**config.mk**
```make
export PLATFORM = sky130hd
export DESIGN_NAME = serial_adder
export DESIGN_NICKNAME = d
export VERILOG_FILES = /design/src/rtl/serial_arith_pkg.sv /design/src/rtl/full_adder.sv /design/src/rtl/serial_adder.sv
export SDC_FILE = /design/constraint.sdc
export NUM_CORES = 1
export LEC_CHECK = 0
export ABC_AREA = 1
export CORE_ASPECT_RATIO = 1.75
export CORE_MARGIN = 3
export CORE_UTILIZATION = 45
export CTS_CLUSTER_SIZE = 25
export DETAILED_ROUTE_END_ITERATION = 6
export HOLD_SLACK_MARGIN = 0.1
export PLACE_DENSITY = 0.72
export SYNTH_ARGS = -nofsm -noshare
export SYNTH_HDL_FRONTEND = slang
export SYNTH_SLANG_ARGS = --single-unit
export TNS_END_PERCENT = 10
```
**constraint.sdc**
```tcl
create_clock -name clk -period 1.4 [get_ports clk]
set_input_delay 0.14 -clock clk [delete_from_list [all_inputs] [get_ports clk]]
set_output_delay 0.14 -clock clk [all_outputs]
set_load 0.02 [all_outputs]
```
**src/rtl/serial_arith_pkg.sv**
```systemverilog
// Shared definitions for the bit-serial adder: FSM encodings and default width.
package serial_arith_pkg;

    localparam int DEFAULT_WIDTH = 8;

    typedef enum logic [1:0] {
        IDLE = 2'b00,
        ADD  = 2'b01,
        DONE = 2'b10
    } state_t;

endpackage

```
**src/rtl/full_adder.sv**
```systemverilog
// One-bit combinational full adder used for the per-bit add step.
module full_adder (
    input  logic a,
    input  logic b,
    input  logic cin,
    output logic sum,
    output logic cout
);

    assign sum  = a ^ b ^ cin;
    assign cout = (a & b) | (cin & (a ^ b));

endmodule

```
**src/rtl/serial_adder.sv**
```systemverilog
// Bit-serial adder: adds a+b+cin one bit per clock, LSB first, and
// reports sum, unsigned carry-out and signed overflow with a done pulse.
module serial_adder
    import serial_arith_pkg::*;
#(
    parameter int WIDTH = DEFAULT_WIDTH
) (
    input  logic             clk,
    input  logic             rst,
    input  logic             start,
    input  logic [WIDTH-1:0] a,
    input  logic [WIDTH-1:0] b,
    input  logic             cin,
    output logic             ready,
    output logic [WIDTH-1:0] sum,
    output logic             cout,
    output logic             overflow,
    output logic             done
);

    localparam int CW = $clog2(WIDTH);
    localparam logic [CW-1:0] LAST = CW'(WIDTH - 1);

    state_t           state, state_nx;
    logic [WIDTH-1:0] a_sr, b_sr, sum_r;
    logic [CW-1:0]    cnt;
    logic             carry, cout_r, ovf_r;
    logic             fa_sum, fa_cout;
    logic             accept, last_bit;

    full_adder u_fa (
        .a    (a_sr[0]),
        .b    (b_sr[0]),
        .cin  (carry),
        .sum  (fa_sum),
        .cout (fa_cout)
    );

    assign accept   = (state == IDLE) && start;
    assign last_bit = (state == ADD) && (cnt == LAST);

    always_ff @(posedge clk) begin
        if (rst) state <= IDLE;
        else     state <= state_nx;
    end

    always_comb begin
        state_nx = state;
        case (state)
            IDLE:    if (start) state_nx = ADD;
            ADD:     if (cnt == LAST) state_nx = DONE;
            DONE:    state_nx = IDLE;
            default: state_nx = IDLE;
        endcase
    end

    always_ff @(posedge clk) begin
        if (rst) begin
            a_sr   <= '0;
            b_sr   <= '0;
            sum_r  <= '0;
            cnt    <= '0;
            carry  <= 1'b0;
            cout_r <= 1'b0;
            ovf_r  <= 1'b0;
        end else if (accept) begin
            a_sr   <= a;
            b_sr   <= b;
            carry  <= cin;
            sum_r  <= '0;
            cnt    <= '0;
            cout_r <= 1'b0;
            ovf_r  <= 1'b0;
        end else if (state == ADD) begin
            a_sr  <= a_sr >> 1;
            b_sr  <= b_sr >> 1;
            // sum bits enter at the MSB so the LSB lands in bit 0 after WIDTH shifts
            sum_r <= {fa_sum, sum_r[WIDTH-1:1]};
            carry <= fa_cout;
            if (last_bit) begin
                cnt    <= '0;
                cout_r <= fa_cout;
                ovf_r  <= carry ^ fa_cout;
            end else begin
                cnt <= cnt + 1'b1;
            end
        end
    end

    assign ready    = (state == IDLE);
    assign done     = (state == DONE);
    assign sum      = sum_r;
    assign cout     = cout_r;
    assign overflow = ovf_r;

endmodule

```
==> impl_metrics.ini, run 1 <==
[min_path]
hold_class = input port to register
hold-path-cell-count = 3

[logic_synthesis]
yosys_warnings = 0
synth_top_area_cell = dfxtp_1
synthCells = 220
syn_area_mm2 = 0.00152
synth_top_area_share_pct = 42.2
yosys-top-cells-area = dfxtp_1 (42%), nand2_1 (19%), nand3_1 (8.9%)
synthesis.nets = 243
avgSynthCellArea_um2 = 6.90
ys_seq_area_share_pct = 42.2
ys_ff_latch = 32
synth_cell_types = 17

[grt]
grt_pass1_vias = 1490
grt_use_total_pct = 19.1
antenna_found_initial = 0
overflow = 0
grt_max_degree = 20
grt_pass1_wl_um = 6220

[placement]
routabilityCongestion = 0.847
hpwlAfterDp_um = 2530
port_buffers = 31
pre_cts_ws_ns = 0.0231

[worst_setup_path]
critPathKind = register to output pin
critPathLaunchType = register
cp_top_family = buffers and inverters
reg2regPathDepth = 4
worstPathRequired_ns = 1.26
cp_max_fo = 2
critPathSlowestCell = clkdlybuf4s50_1
path_buf_inv = 1
cp.depth = 1
cp-end-kind = output pin
cp.arrival_ns = 1.21
slowest_delay_ns = 0.60
worstPathCellList = clkdlybuf4s50_1

[finish]
final_nets = 288
antenna_cells = 0
final_util_pct = 64.1
fillers = 293
multi_input_area_um2 = 704
drive_gt1_share_pct = 12.4
seqCellArea_um2 = 642
synthToLayoutAreaGrowth_pct = 35.4

[clock_tree]
post_cts_buffers = 0
cts_tree = done
clock-sinks = 32
postCtsHoldBufs = 0
root_buffer = clkbuf_8
cts-htree-levels = 2
insertion_delay_ns = 0.29
clk_pin_slew_worst_paths_ns = 0.06
clockBufferDepth = 2
cts_buffers = 5

[detailed_routing]
drc_errors = 0
first_pass_iters = 4
wl_met1_um = 1330
routed_wl_um = 3390
drt_iter0_drc = 20
detail_route.wl_per_cell_um = 11.0
antenna_left = 0
dr_wl_met2_um = 1820
vias = 1464
dr.max_layer_used = met4
wl_met3_um = 145
vias_per_cell = 4.74

[floorplan]
dieHeight_um = 82.9
initial_utilization_pct = 47.3
die_w_um = 49.9
core-area_mm2 = 0.00321
io_pins = 32
rows = 27
dieArea_mm2 = 0.00414

[sta]
worst_pin_slew_ns = 0.228
max_freq_mhz = 739
maxSlewViolCount = 0
finalCritPeriodShare_pct = 96.6
finalHoldViolCount = 0
setup_tns_ns = 0
setup_viol = 0
fin_crit_ns = 1.35
slew_headroom_pct = 84.8
clock_skew_ns = 0.00750
grt_setup_unrepaired = yes
setup_ws_ns = 0.0474

[run]
drv_cap = 0

[run_status]
status = finished clean

[pwr]
vdd_drop_max_mv = 0.646
leakage_nw = 1.07
total_power_w = 0.00205
power.density_mw_per_mm2 = 994
==> layout make-up <==
class                   instances  area share (%)
repair buffers                 51            23.4
clock buffers                   8            4.38
flip-flops and latches         32            31.2
inverters                      23            4.20
well taps                      43            2.62
multi-input cells             152            34.2
==> path summary, 6_finish.rpt <==
kind | from | to | slack (ns)
worst max-delay path | overflow | overflow | 0.05
worst min register to register | cout | cout | 0.46
worst max register to register | carry | overflow | 0.13
worst min-delay path | b[7] | b_sr[7] | 0.41
==> synth_stat cells <==
master and n:
nand2_1 77, dfxtp_1 32, nand3_1 27, a21oi_1 25, inv_1 22, nor2_1 15
buf_2 7, buf_6 3, buf_4 2, ha_1 2, nor2_4 2, buf_1 1
fa_1 1, inv_2 1, nand2_2 1, o21ai_4 1, xor2_1 1
==> worst reg2reg max path: stages, from the launching register on <==
cell and delay, ns:
dfxtp_1 0.35, fa_1 0.49, xor2_1 0.18, nor2_1 0.10, nor2_1 0.05
==> where the power goes <==
group	total [W]	internal, W	switching, W
combinational	0.000336	0.000166	0.000170
sequential	0.000982	0.000955	0.0000272
clock	0.000726	0.000400	0.000326
==> state kept, by name, summed over array words and instances (netlist names) <==
name,flops
cnt,3
sum,8
a_sr,8
state,2
carry,1
overflow,1
b_sr,8
cout,1
==> logic make-up (layout without fill, tap and decap cells) <==
group                    count (synthesis)  count (layout)  share of synthesized area, %
buffers and inverters                   36              82                          11.4
XOR/XNOR                                 1               1                         0.577
flip-flops                              32              32                          42.2
adder cells (fa/ha/maj)                  3               3                          2.97
AND/OR/NAND/NOR                        122             122                          33.5
AO/OA/AOI/OAI                           26              26                          9.31
==> routing by layer <==
metal	up-vias	GRT usage, %
li1	774	-
met1	639	19.4
met2	40	35.2
met3	11	3.95
met4	0	9.57
met5	-	0
==> layout by cell type (no fill, tap or decap) <==
master,n
nor2_4,2
nand2_2,1
fa_1,1
clkbuf_1,2
dlygate4sd2_1,2
clkbuf_2,1
ha_1,2
buf_12,1
dfxtp_2,1
a21oi_1,25
clkdlybuf4s50_1,22
inv_2,1
clkbuf_8,6
nand3_1,27
buf_4,19
nor2_1,15
nand2_1,77
o21ai_4,1
xor2_1,1
inv_1,22
dlymetal6s2s_1,6
dfxtp_1,31
==> per-stage QoR <==
step           cell area [um2]  hold slack (ns)  instances
2_1_floorplan             1520            0.283        220
3_3_place_gp              1960            0.448        301
3_5_place_dp              1960            0.449        301
4_1_cts                   2040            0.412        309
5_1_grt                   2060            0.445        309
6_report                  2060            0.411        309
==> timing repair <==
| item | 4_1_cts | 5_1_grt |
|---|---|---|
| pin swaps | 0 | 0 |
| setup endpoints to repair | 3 | 13 |
| resized for setup | 3 | 9 |
No activity file was read; power rests on OpenSTA's default activity.
==> inputs of run 2 (changes only) <==
--- a/config.mk
+++ b/config.mk
@@ -15,5 +15,6 @@
 export PLACE_DENSITY = 0.72
 export SYNTH_ARGS = -nofsm -noshare
 export SYNTH_HDL_FRONTEND = slang
+export SYNTH_HIERARCHICAL = 1
 export SYNTH_SLANG_ARGS = --single-unit
 export TNS_END_PERCENT = 10
==> impl_metrics.ini, run 2 <==
[floorplan]
io_pins = 32
dieArea_mm2 = 0.00413
initial_utilization_pct = 47.7
die_w_um = 49.9
core-area_mm2 = 0.00318
dieHeight_um = 82.8
rows = 27

[pwr]
vdd_drop_max_mv = 0.560
intPower_w = 0.00151
power_switching_w = 0.000528
power_frac_seq_pct = 48.4
p_comb_share_pct = 15.6
p_clk_share_pct = 35.9
p_sw_share_pct = 25.9
leakage_nw = 1.04
power.density_mw_per_mm2 = 1010

[sta]
setup_viol = 0
maxSlewViolCount = 0
setup_tns_ns = 0
finalCritPeriodShare_pct = 96.9
max_freq_mhz = 737
grt_setup_unrepaired = no
clock_skew_ns = 0.00895
fin_crit_ns = 1.36
worst_pin_slew_ns = 0.282
slew_headroom_pct = 81.1
finalHoldViolCount = 0

[placement]
dp_cells = 295
routabilityCongestion = 0.825
hpwlAfterDp_um = 2500
port_buffers = 31

[detailed_routing]
antenna_left = 0
drc_errors = 0
detail_route.wl_per_cell_um = 11.0
drt_iter0_drc = 28
vias_per_cell = 4.83
routed_wl_um = 3330
vias = 1463
first_pass_iters = 4

[finish]
mostFrequentLayoutCells = nand2_1 (76), dfxtp_1 (31), nand3_1 (28), a21oi_1 (26), inv_1 (22)
instances_no_fill = 303
antenna_cells = 0
drive_gt1_share_pct = 10.8
final_common_cell = nand2_1
synthToLayoutAreaGrowth_pct = 33.6
final_nets = 282
fillers = 308

[grt]
grt_pass1_wl_um = 5610
grt_use_total_pct = 18.0
grt_max_degree = 17
overflow = 0
use_met1_pct = 17.6
gr-usage-met2_pct = 33.8
use_met3_pct = 4.31
antenna_found_initial = 0
grt_pass1_vias = 1370
grt-busiest-layer = met2

[worst_setup_path]
path_buf_inv = 1
startpoint = overflow
cp-end-kind = output pin
critPathLaunchType = register
cp.arrival_ns = 1.22
worstPathRequired_ns = 1.26
critPathKind = register to output pin
slowest_delay_ns = 0.60
reg2reg_slack_ns = 0.12
cp.depth = 1
reg2regPathDepth = 7
worstSetupEndpoint = overflow
worstPathCellList = clkdlybuf4s50_1
r2r_end = a_sr[7]
critPathSlowestCell = clkdlybuf4s50_1
cp_top_family = buffers and inverters
cp_max_fo = 2
r2r_start = state[0]

[logic_synthesis]
synth_top_area_share_pct = 42.3
synth_most_common_cell = nand2_1
synth_top_area_cell = dfxtp_1
syn_area_mm2 = 0.00152
synth_cell_types = 18
ys_ff_latch = 32
ys_seq_area_share_pct = 42.3
synth-edff-count = 0
synthCells = 220
yosys_warnings = 6
synthFlopType = dfxtp_1
avgSynthCellArea_um2 = 6.89
synthesis.nets = 243
async_reset_ff_share_pct = 0
ys_top_cells_by_count = nand2_1 (77), dfxtp_1 (32), nand3_1 (28)
yosys-top-cells-area = dfxtp_1 (42%), nand2_1 (19%), nand3_1 (9.2%)

[clock_tree]
post_cts_buffers = 0
cts-htree-levels = 2
clockBufferDepth = 2
cts_tree = done
cts_buffers = 5
clk_pin_slew_worst_paths_ns = 0.07
insertion_delay_ns = 0.28
clock-sinks = 32
root_buffer = clkbuf_8

[run_status]
status = finished clean

[min_path]
hold_class = input port to register

[run]
drv_cap = 0
[run 2: cells by family after synthesis]
family                     Yosys count  share of synthesized area [%]
xor gates and xnor gates             1                          0.578
DFF                                 32                           42.3
buffers and inverters               36                           11.1
AOI/OAI and AO/OA                   27                           9.66
and+or+nand+nor                    121                           33.4
adders and majority gates            3                           2.97
[run 2: area by class of cell]
type	count	area, um2	area share (%)
Multi-Input combinational cell	152	709	35.0
Sequential cell	32	642	31.7
Timing Repair Buffer	45	439	21.7
Clock buffer	7	86.3	4.26
Inverter	23	86.3	4.26
Tap cell	43	53.8	2.66
Clock inverter	1	7.51	0.371
[run 2: power by group through the flow]
stage / Clock [W] / Combinational, W / Sequential, W
floorplan: 0 / 0.000204 / 0.000996
global placement: 0 / 0.000317 / 0.00101
detailed placement: 0 / 0.000320 / 0.00101
CTS: 0.000751 / 0.000320 / 0.000986
global route: 0.000794 / 0.000356 / 0.000992
finish: 0.000732 / 0.000318 / 0.000986
[run 2: worst min-delay path by stage]
stage | slack [ns] | depth (start not counted) | to | start
finish | 0.40 | 3 | b_sr[7] | b[7]
global route | 0.43 | 3 | a_sr[7] | a[7]
CTS | 0.40 | 3 | b_sr[7] | b[7]
detailed placement | 0.46 | 2 | a_sr[1] | a_sr[1]
global placement | 0.45 | 2 | sum[0] | sum[0]
floorplan | 0.28 | 2 | a_sr[7] | a[7]
[run 2: per-layer routing]
layer  part of all wire (%)  wire [um]
met1                     41       1350
met2                     53       1770
met3                    3.5        116
met4                    2.6         87
met5                      0          0
[run 2: per-stage QoR]
| step | hold slack [ns] | setup slack (ns) | total power, W | cell area [um2] | utilization [%] |
|---|---|---|---|---|---|
| floorplan | 0.283 | 0.205 | 0.00120 | 1520 | - |
| global placement | 0.450 | 0.0423 | 0.00132 | 1920 | 60.3 |
| detailed placement | 0.455 | 0.0407 | 0.00133 | 1920 | 60.3 |
| CTS | 0.402 | 0.0107 | 0.00206 | 2000 | 63.1 |
| global route | 0.428 | 0.00249 | 0.00214 | 2020 | 63.8 |
| finish | 0.404 | 0.0434 | 0.00204 | 2020 | 63.8 |
[run 2: repair_timing]
| item | in CTS | in global routing |
|---|---|---|
| resized for setup | 4 | 9 |
| gates cloned | 0 | 0 |
| endpoints found under the hold margin | 0 | 0 |
| endpoints found under the setup margin | 4 | 29 |
| hold buffers | 0 | 0 |
